===== config.mk =====
export PLATFORM = sky130hd
export DESIGN_NAME = soc_cpu_dct_packer
export DESIGN_NICKNAME = d
export VERILOG_FILES = /design/src/rtl/soc_cpu_dct_pkg.sv /design/src/rtl/soc_cpu_dct_outreg.sv /design/src/rtl/soc_cpu_dct_packer.sv
export SDC_FILE = /design/constraint.sdc
export NUM_CORES = 1
export LEC_CHECK = 0
export ABC_AREA = 1
export ABC_CLOCK_PERIOD_IN_PS = 5100
export BUFFER_PORTS_ARGS = -buffer_cell sky130_fd_sc_hd__buf_4
export CORE_AREA = 2 2 98 100
export CTS_BUF_LIST = sky130_fd_sc_hd__clkbuf_8
export DETAILED_ROUTE_END_ITERATION = 7
export DIE_AREA = 0 0 100 102
export GPL_ROUTABILITY_DRIVEN = 0
export PLACE_DENSITY = 0.6
export SYNTH_ARGS = -nofsm -noshare
export SYNTH_HDL_FRONTEND = slang
export SYNTH_SLANG_ARGS = --single-unit

===== constraint.sdc =====
create_clock -name clk -period 5.1 [get_ports clk]
set_input_delay 1.02 -clock clk [delete_from_list [all_inputs] [get_ports clk]]
set_output_delay 1.02 -clock clk [all_outputs]
set_load 0.05 [all_outputs]

===== src/rtl/soc_cpu_dct_pkg.sv =====
// soc_cpu_dct_pkg: shared sizes, FSM states and frame record for the debug-trace packer
package soc_cpu_dct_pkg;
  localparam int ATOM_W = 2;
  localparam int SLOTS = 15;
  localparam int CNT_W = 4;
  localparam int BUF_W = ATOM_W * SLOTS;
  localparam int FCNT_W = 16;
  typedef enum logic [1:0] {RUN, DRAIN, ENDED} state_e;
  typedef struct packed {
    logic [CNT_W-1:0] cnt;
    logic [BUF_W-1:0] data;
  } frame_t;
endpackage


===== src/rtl/soc_cpu_dct_outreg.sv =====
// soc_cpu_dct_outreg: valid/ready holding register for one completed trace frame
module soc_cpu_dct_outreg
  import soc_cpu_dct_pkg::*;
(
  input  logic   clk,
  input  logic   reset,
  input  logic   load,
  input  frame_t load_frame,
  input  logic   frame_ready,
  output logic   frame_valid,
  output frame_t frame
);
  logic valid_q, valid_d;
  frame_t frame_q, frame_d;
  always_comb begin
    valid_d = load | (valid_q & ~frame_ready);
    frame_d = load ? load_frame : frame_q;
  end
  always_ff @(posedge clk or posedge reset) begin
    if (reset) begin
      valid_q <= 1'b0;
      frame_q <= '0;
    end else begin
      valid_q <= valid_d;
      frame_q <= frame_d;
    end
  end
  assign frame_valid = valid_q;
  assign frame = frame_q;
  a_cnt_nonzero: assert property (@(posedge clk) disable iff (reset) valid_q |-> frame_q.cnt != 0);
endmodule


===== src/rtl/soc_cpu_dct_packer.sv =====
// soc_cpu_dct_packer: packs 2-bit trace atoms into frames and sequences the end-of-test drain
module soc_cpu_dct_packer
  import soc_cpu_dct_pkg::*;
(
  input  logic              clk,
  input  logic              reset,
  input  logic              atom_valid,
  input  logic [ATOM_W-1:0] atom,
  output logic              atom_ready,
  input  logic              flush,
  input  logic              test_ending,
  output logic              frame_valid,
  input  logic              frame_ready,
  output logic [BUF_W-1:0]  dct_buffer,
  output logic [CNT_W-1:0]  dct_count,
  output logic              test_has_ended,
  output logic [FCNT_W-1:0] frame_total
);
  state_e state_q, state_d;
  logic [BUF_W-1:0] acc_buf_q, acc_buf_d, merged_buf;
  logic [CNT_W-1:0] acc_cnt_q, acc_cnt_d, merged_cnt;
  logic [FCNT_W-1:0] frame_total_q, frame_total_d;
  logic flush_pend_q, flush_pend_d;
  logic full, can_move, accept, req, move;
  frame_t load_frame, out_frame;
  always_comb begin
    full = acc_cnt_q == CNT_W'(SLOTS);
    can_move = ~frame_valid | frame_ready;
    atom_ready = ~reset & (state_q == RUN) & ~(full & frame_valid & ~frame_ready);
    accept = atom_valid & atom_ready;
    req = flush | flush_pend_q | test_ending | (state_q != RUN);
    // a full acc only accepts alongside its own move, so the atom is merged only when not full
    merged_buf = acc_buf_q | ((accept & ~full) ? BUF_W'(atom) << (ATOM_W * acc_cnt_q) : '0);
    merged_cnt = acc_cnt_q + CNT_W'(accept & ~full);
    move = can_move & (merged_cnt != 0) & ((merged_cnt == CNT_W'(SLOTS)) | req);
    load_frame = '{cnt: merged_cnt, data: merged_buf};
    acc_buf_d = move ? ((full & accept) ? BUF_W'(atom) : '0) : merged_buf;
    acc_cnt_d = move ? CNT_W'(full & accept) : merged_cnt;
    flush_pend_d = (flush | flush_pend_q) & ~move & (merged_cnt != 0);
    frame_total_d = frame_total_q + FCNT_W'(frame_valid & frame_ready);
    state_d = ((state_q == RUN) & test_ending) ? DRAIN :
              ((state_q == DRAIN) & (acc_cnt_q == 0) & ~frame_valid) ? ENDED : state_q;
  end
  always_ff @(posedge clk or posedge reset) begin
    if (reset) begin
      state_q <= RUN;
      acc_buf_q <= '0;
      acc_cnt_q <= '0;
      flush_pend_q <= 1'b0;
      frame_total_q <= '0;
    end else begin
      state_q <= state_d;
      acc_buf_q <= acc_buf_d;
      acc_cnt_q <= acc_cnt_d;
      flush_pend_q <= flush_pend_d;
      frame_total_q <= frame_total_d;
    end
  end
  soc_cpu_dct_outreg u_outreg (
    .clk        (clk),
    .reset      (reset),
    .load       (move),
    .load_frame (load_frame),
    .frame_ready(frame_ready),
    .frame_valid(frame_valid),
    .frame      (out_frame)
  );
  assign dct_buffer = out_frame.data;
  assign dct_count = out_frame.cnt;
  assign test_has_ended = state_q == ENDED;
  assign frame_total = frame_total_q;
endmodule


* After elaboration in Yosys (flattened, before gate mapping)
Index checks and enable logic that the tools add are counted.
** Operators by class
- $add $sub $neg :: 2
- $mul :: 0
- Div/mod/pow operators :: 0
- Magnitude comparators :: 0
- Equal/unequal tests :: 4
- Shift operators :: 1
- Mux-type cells :: 6
- Bitwise gates (word level) :: 32
- Reductions and logical operators :: 5
** Operators with widths (count)
- two-way mux 30 bit :: 2
- bitwise OR 30 bit :: 1
- << shifter 2 x 5 -> 30 bit :: 1
- bitwise AND 1 bit :: 17
- adder 16 x 1 -> 16 bit :: 1
- equality test 4 bit (second input constant) :: 2
- two-way mux 2 bit :: 3
- NOT 1 bit :: 6
- bitwise OR 1 bit :: 6
- adder 4 bit :: 1
- bitwise AND 1 x 4 -> 4 bit :: 1
- logical NOT 4 bit :: 1
- two-way mux 4 bit :: 1
- NOT 1 -> 4 bit :: 1
- nonzero test 2 bit :: 2
- nonzero test 4 bit :: 1
- equality test 2 x 1 -> 1 bit (second input constant) :: 1
- equality test 2 bit (second input constant) :: 1
- logical NOT 2 bit :: 1
** Storage, ports and cells
- Register bits after elaboration :: 88
- Latch bits :: 0
- RAM bits :: 0
- Memory bits (read-only) :: 0
- Bits of input ports :: 8
- Output and inout bits :: 53
- Word-level logic and storage cells :: 58
- Memories :: 0

* Longest topological paths before layout
- Depth after elaboration :: 14
- Depth in mapped cells :: 20
- Depth with buffers taken out :: 17

* Modules after synthesis
A second synthesis with hierarchy kept.
** Second synthesis, totals
- Cell total of the unflattened synthesis :: 487
- Area total of the unflattened synthesis :: 4316.6 µm²
** By module, submodules not included
- soc_cpu_dct_packer :: times used 1, cells each 338, area an instance 2937.8 µm², seq. area each 1326.3 µm²
- soc_cpu_dct_outreg :: times used 1, cells each 149, area an instance 1378.8 µm², seq. area each 875.8 µm²

* Worst setup path before layout
Ideal clock, no wire load.
- Path type :: input to register
- Start point :: input port frame_ready
- End point :: register u_outreg.frame_q (netlist bit u_outreg.frame[10])
- Setup time :: 118 ps
- Arrival :: 2914 ps
- Required time :: 4982 ps
- Path slack :: 2068 ps
- Stages :: 16
- Buffers on the path :: 2
- Path through :: nor2_1 nand2_1 nand4_2 buf_6 inv_1 ha_1 ha_1 nor2_1 nand2_1 nor2_2 nor2_4 nand2_4 inv_2 buf_4 nand2_1 nand2_1
** Between the ends
- Cells in the longest elaborated chain, start to end :: 10
- Elaborated cells on any way between the ends :: 16
- Those cells by class :: 1 x add/sub; 1 x eq/ne; 1 x mux; 12 x bitwise; 1 x reduce/logical
** Ends and longest elaborated chain
- start: declaration :: line soc_cpu_dct_packer.sv:13 : input logic frame_ready,
- NOT 1 bit * :: line soc_cpu_dct_packer.sv:29 : atom_ready = ~reset & (state_q == RUN) & ~(full & frame_valid & ~frame_ready);
- bitwise AND 1 bit * :: line soc_cpu_dct_packer.sv:29
- NOT 1 bit * :: line soc_cpu_dct_packer.sv:29
- bitwise AND 1 bit * :: line soc_cpu_dct_packer.sv:29
- bitwise AND 1 bit * :: line soc_cpu_dct_packer.sv:30 : accept = atom_valid & atom_ready;
- bitwise AND 1 x 4 -> 4 bit * :: line soc_cpu_dct_packer.sv:34 : merged_cnt = acc_cnt_q + CNT_W'(accept & ~full);
- adder 4 bit * :: line soc_cpu_dct_packer.sv:34
- named net merged_cnt[1] :: line soc_cpu_dct_packer.sv:21 : logic [CNT_W-1:0] acc_cnt_q, acc_cnt_d, merged_cnt;
- equality test 4 bit or nonzero test 4 bit (tied branches) :: line soc_cpu_dct_packer.sv:35 : move = can_move & (merged_cnt != 0) & ((merged_cnt == CNT_W'(SLOTS)) | req);
- bitwise OR 1 bit or bitwise AND 1 bit (tied branches) :: line soc_cpu_dct_packer.sv:35
- bitwise AND 1 bit * :: line soc_cpu_dct_packer.sv:35
- end signal: assignment :: line soc_cpu_dct_outreg.sv:25 : frame_q <= frame_d;
- end: declaration :: line soc_cpu_dct_outreg.sv:14 : frame_t frame_q, frame_d;
The timed path passes the listed nets; every way through them passes the cells marked *.
A chain may end at the register's enable or synchronous reset.

* Final worst setup path
- Start point :: input port frame_ready
- End point :: register u_outreg.frame_q (netlist bit u_outreg.frame[25])
Same word-level chain as after synthesis.

==> flow_summary.toml <==
[clock_tree]
tritoncts = "built"
post_cts_resized = 0
clock_latency_ns = 0.34
post_cts_buffers = 0
clkTransAtPathRegs_ns = 0.08
cts.hold.buffers_added = 0
clock-root-buffer = "clkbuf_8"
clkSinkCount = 88
numCtsBuffers = 9
clockBufferDepth = 2
cts.htree.levels = 3

[power_and_ir_drop]
power_density_mw_per_mm2 = 385
intPower_uw = 1090
p_leak_uw = 0.00244
peakVddDrop_uv = 159
p_clk_share_pct = 24.7
swShare_pct = 38.7
p_switching_uw = 689
p_comb_share_pct = 29.5
seq_power_share_pct = 45.7

[setup_path]
worstSetupPathType = "in2reg"
cp_max_fo = 36
crit_chain = "buf_4 -> nor2_1 -> nand2_1 -> nand4_2 -> buf_4 -> inv_1 -> ha_1 -> ha_1 -> nor2_1 -> nand2_1 -> nor2_2 -> nor2_4 -> nand2_4 -> inv_2 -> nand2_1 -> nand2_1"
critPathMaxStageDelay_ns = 0.33
cp-end-kind = "flop"
path_buf_inv = 4
crit_required_ns = 5.33
critPathTopFamily = "simple AND/OR/NAND/NOR gates"
cp.arrival_ns = 3.80
slowest_stage = "ha_1"
critPathLaunchType = "primary input"
crit_path_frequent_cell = "nand2_1"

[timing]
maxSlewViolCount = 0
rsz0062_at_grt = "false"
max_freq_mhz = 280
tightest_slew_ns = 0.853
max_slew_margin_pct = 43.1
skew_ns = 0.0145
finalSetupTns_ns = 0
fin_crit_sh_pct = 70.0
hold_ws_ns = 0.476
finalSetupViolCount = 0
hold_viol = 0
period_needed_ns = 3.57

[layout]
n_antenna_cell = 0
final_cell_mix = "130 x nand2_1, 88 x dfrtp_1, 63 x buf_4"
seqCellArea_mm2 = 0.00220
area_delta_synth_final_pct = 16.9
drive_above_1_share_pct = 19.1
multi_input_area_mm2 = 0.00153
final_common_cell = "nand2_1"
num-nets-final = 494
fillerInstances = 867

[floorplan]
die_w_um = 100
coreArea_mm2 = 0.00911
rows = 35
io_pins = 61
die_h_um = 102
dieArea_mm2 = 0.0102
start_util_pct = 43.5

[synthesis]
ys.warnings.count = 0
ys_seq_elements = 88
syn_area_per_cell_um2 = 9.27
synthesis.area_mm2 = 0.00396
synth_cells = 427
syn-num-nets = 439
yosysSeqAreaShare_pct = 55.6
synth.distinct_cells = 27

[detailed_routing]
routed-via-count = 2945
wl_per_cell_um = 13.6
avgViaCountPerCell = 4.92
postRouteAntennaNets = 0
wirelength_um = 8160
dr.pass1.iters = 4
drt-initial-drc-count = 149
post-route-drc-count = 0

[outcome]
status = "complete, no violations"

[global_routing]
grt_pass1_vias = 2961
grt_pass1_wl_um = 14000
grtUsageTotal_pct = 17.4
grt_max_degree = 51
antenna_found_initial = 0
grt_overflow = 0

[job]
maxCapViolCount = 0

[place]
io_buffers = 60
hpwl_um = 5490

[hold_path]
hold_class = "reg2reg"
[worst register-to-register path, delay by kind of cell (launching register included)]
| family | cells | cell delay (ns) |
|---|---|---|
| flops | 1 | 0.71 |
| simple gates | 11 | 1.37 |
| buf+inv | 3 | 0.73 |
| fa+ha+maj | 2 | 0.55 |
[layout make-up]
type	instances	share of cell area, %
inverter	28	2.30
multi-input combinational	292	33.0
timing repair buffer	63	10.2
clock buffer	11	3.27
sequential	88	47.6
clock inverter	5	0.676
tap	111	3.00
[through the flow]
stage                     std cells  instance area (µm²)  utilization, %  setup slack, ns  power, µW
after CTS                       598                 4630            50.8             1.55       1810
after floorplan                 427                 3960               -             1.80       1230
after detailed placement        582                 4450            48.8             1.18       1360
final                           598                 4630            50.8             1.53       1780
after global placement          582                 4450            48.8             1.26       1350
after global routing            598                 4630            50.8             1.22       1880
[metal layers]
layer | GRT usage [%] | vias up | wire (µm)
li1 | - | 1474 | -
met4 | 7.80 | 0 | 190
met5 | 0 | - | 0
met2 | 27.8 | 63 | 3730
met1 | 23.2 | 1391 | 3950
met3 | 3.42 | 17 | 280
[path summary, 6_finish.rpt]
path	start	to	slack [ns]	depth (start not counted)
worst max-delay path	frame_ready	u_outreg.frame[25]	1.53	16
worst min-delay path	frame_total[15]	frame_total[15]	0.48	1
worst max register to register	acc_cnt_q[3]	u_outreg.frame[25]	1.63	16
worst min register to register	frame_total[15]	frame_total[15]	0.48	1
max in group asynchronous	reset	acc_buf_q[17]	3.27	3
min in group asynchronous	reset	u_outreg.frame[30]	0.84	2
[flip-flops by register name (all words and copies together) (netlist names)]
signal,count
u_outreg.frame_valid,1
acc_buf_q,30
flush_pend_q,1
frame_total,16
u_outreg.frame,34
state_q,2
acc_cnt_q,4
[Yosys cell counts]
cell type / instances / area [µm²]
nand2_2: 3 / 18.8
nand4_2: 1 / 12.5
o21bai_1: 30 / 225
nand4_1: 19 / 119
ha_1: 4 / 50.1
xor2_1: 10 / 87.6
buf_2: 7 / 35.0
xnor2_1: 4 / 35.0
dfrtp_1: 88 / 2200
and2_1: 29 / 181
buf_6: 3 / 33.8
nor2_2: 2 / 12.5
nand3_1: 22 / 110
clkbuf_1: 3 / 11.3
inv_2: 4 / 15.0
nor3b_1: 1 / 7.51
o21ai_1: 4 / 20.0
inv_1: 24 / 90.1
nand2_4: 1 / 11.3
nand2_1: 130 / 488
nor2_1: 19 / 71.3
nor3_1: 9 / 45.0
or2_2: 1 / 6.26
nor2_4: 1 / 11.3
buf_4: 6 / 45.0
nand3b_1: 1 / 7.51
nor4_1: 1 / 6.26
[logic make-up (layout without fill, tap and decap cells)]
family	after synthesis	after routing	share of synthesized area [%]
AO/OA/AOI/OAI	34	34	6.19
flip-flops	88	88	55.6
buffers and inverters	47	107	5.82
XOR/XNOR	14	14	3.10
adder cells (fa/ha/maj)	4	4	1.26
AND/OR/NAND/NOR	240	240	28.0
[power groups by stage]
stage,combinational (µW),sequential [µW],clock (µW)
2_1_floorplan,258,973,0
3_3_place_gp,526,827,0
3_5_place_dp,533,830,0
4_1_cts,534,816,458
5_1_grt,574,826,482
6_report,526,815,441
No activity file was read; power rests on OpenSTA's default activity.
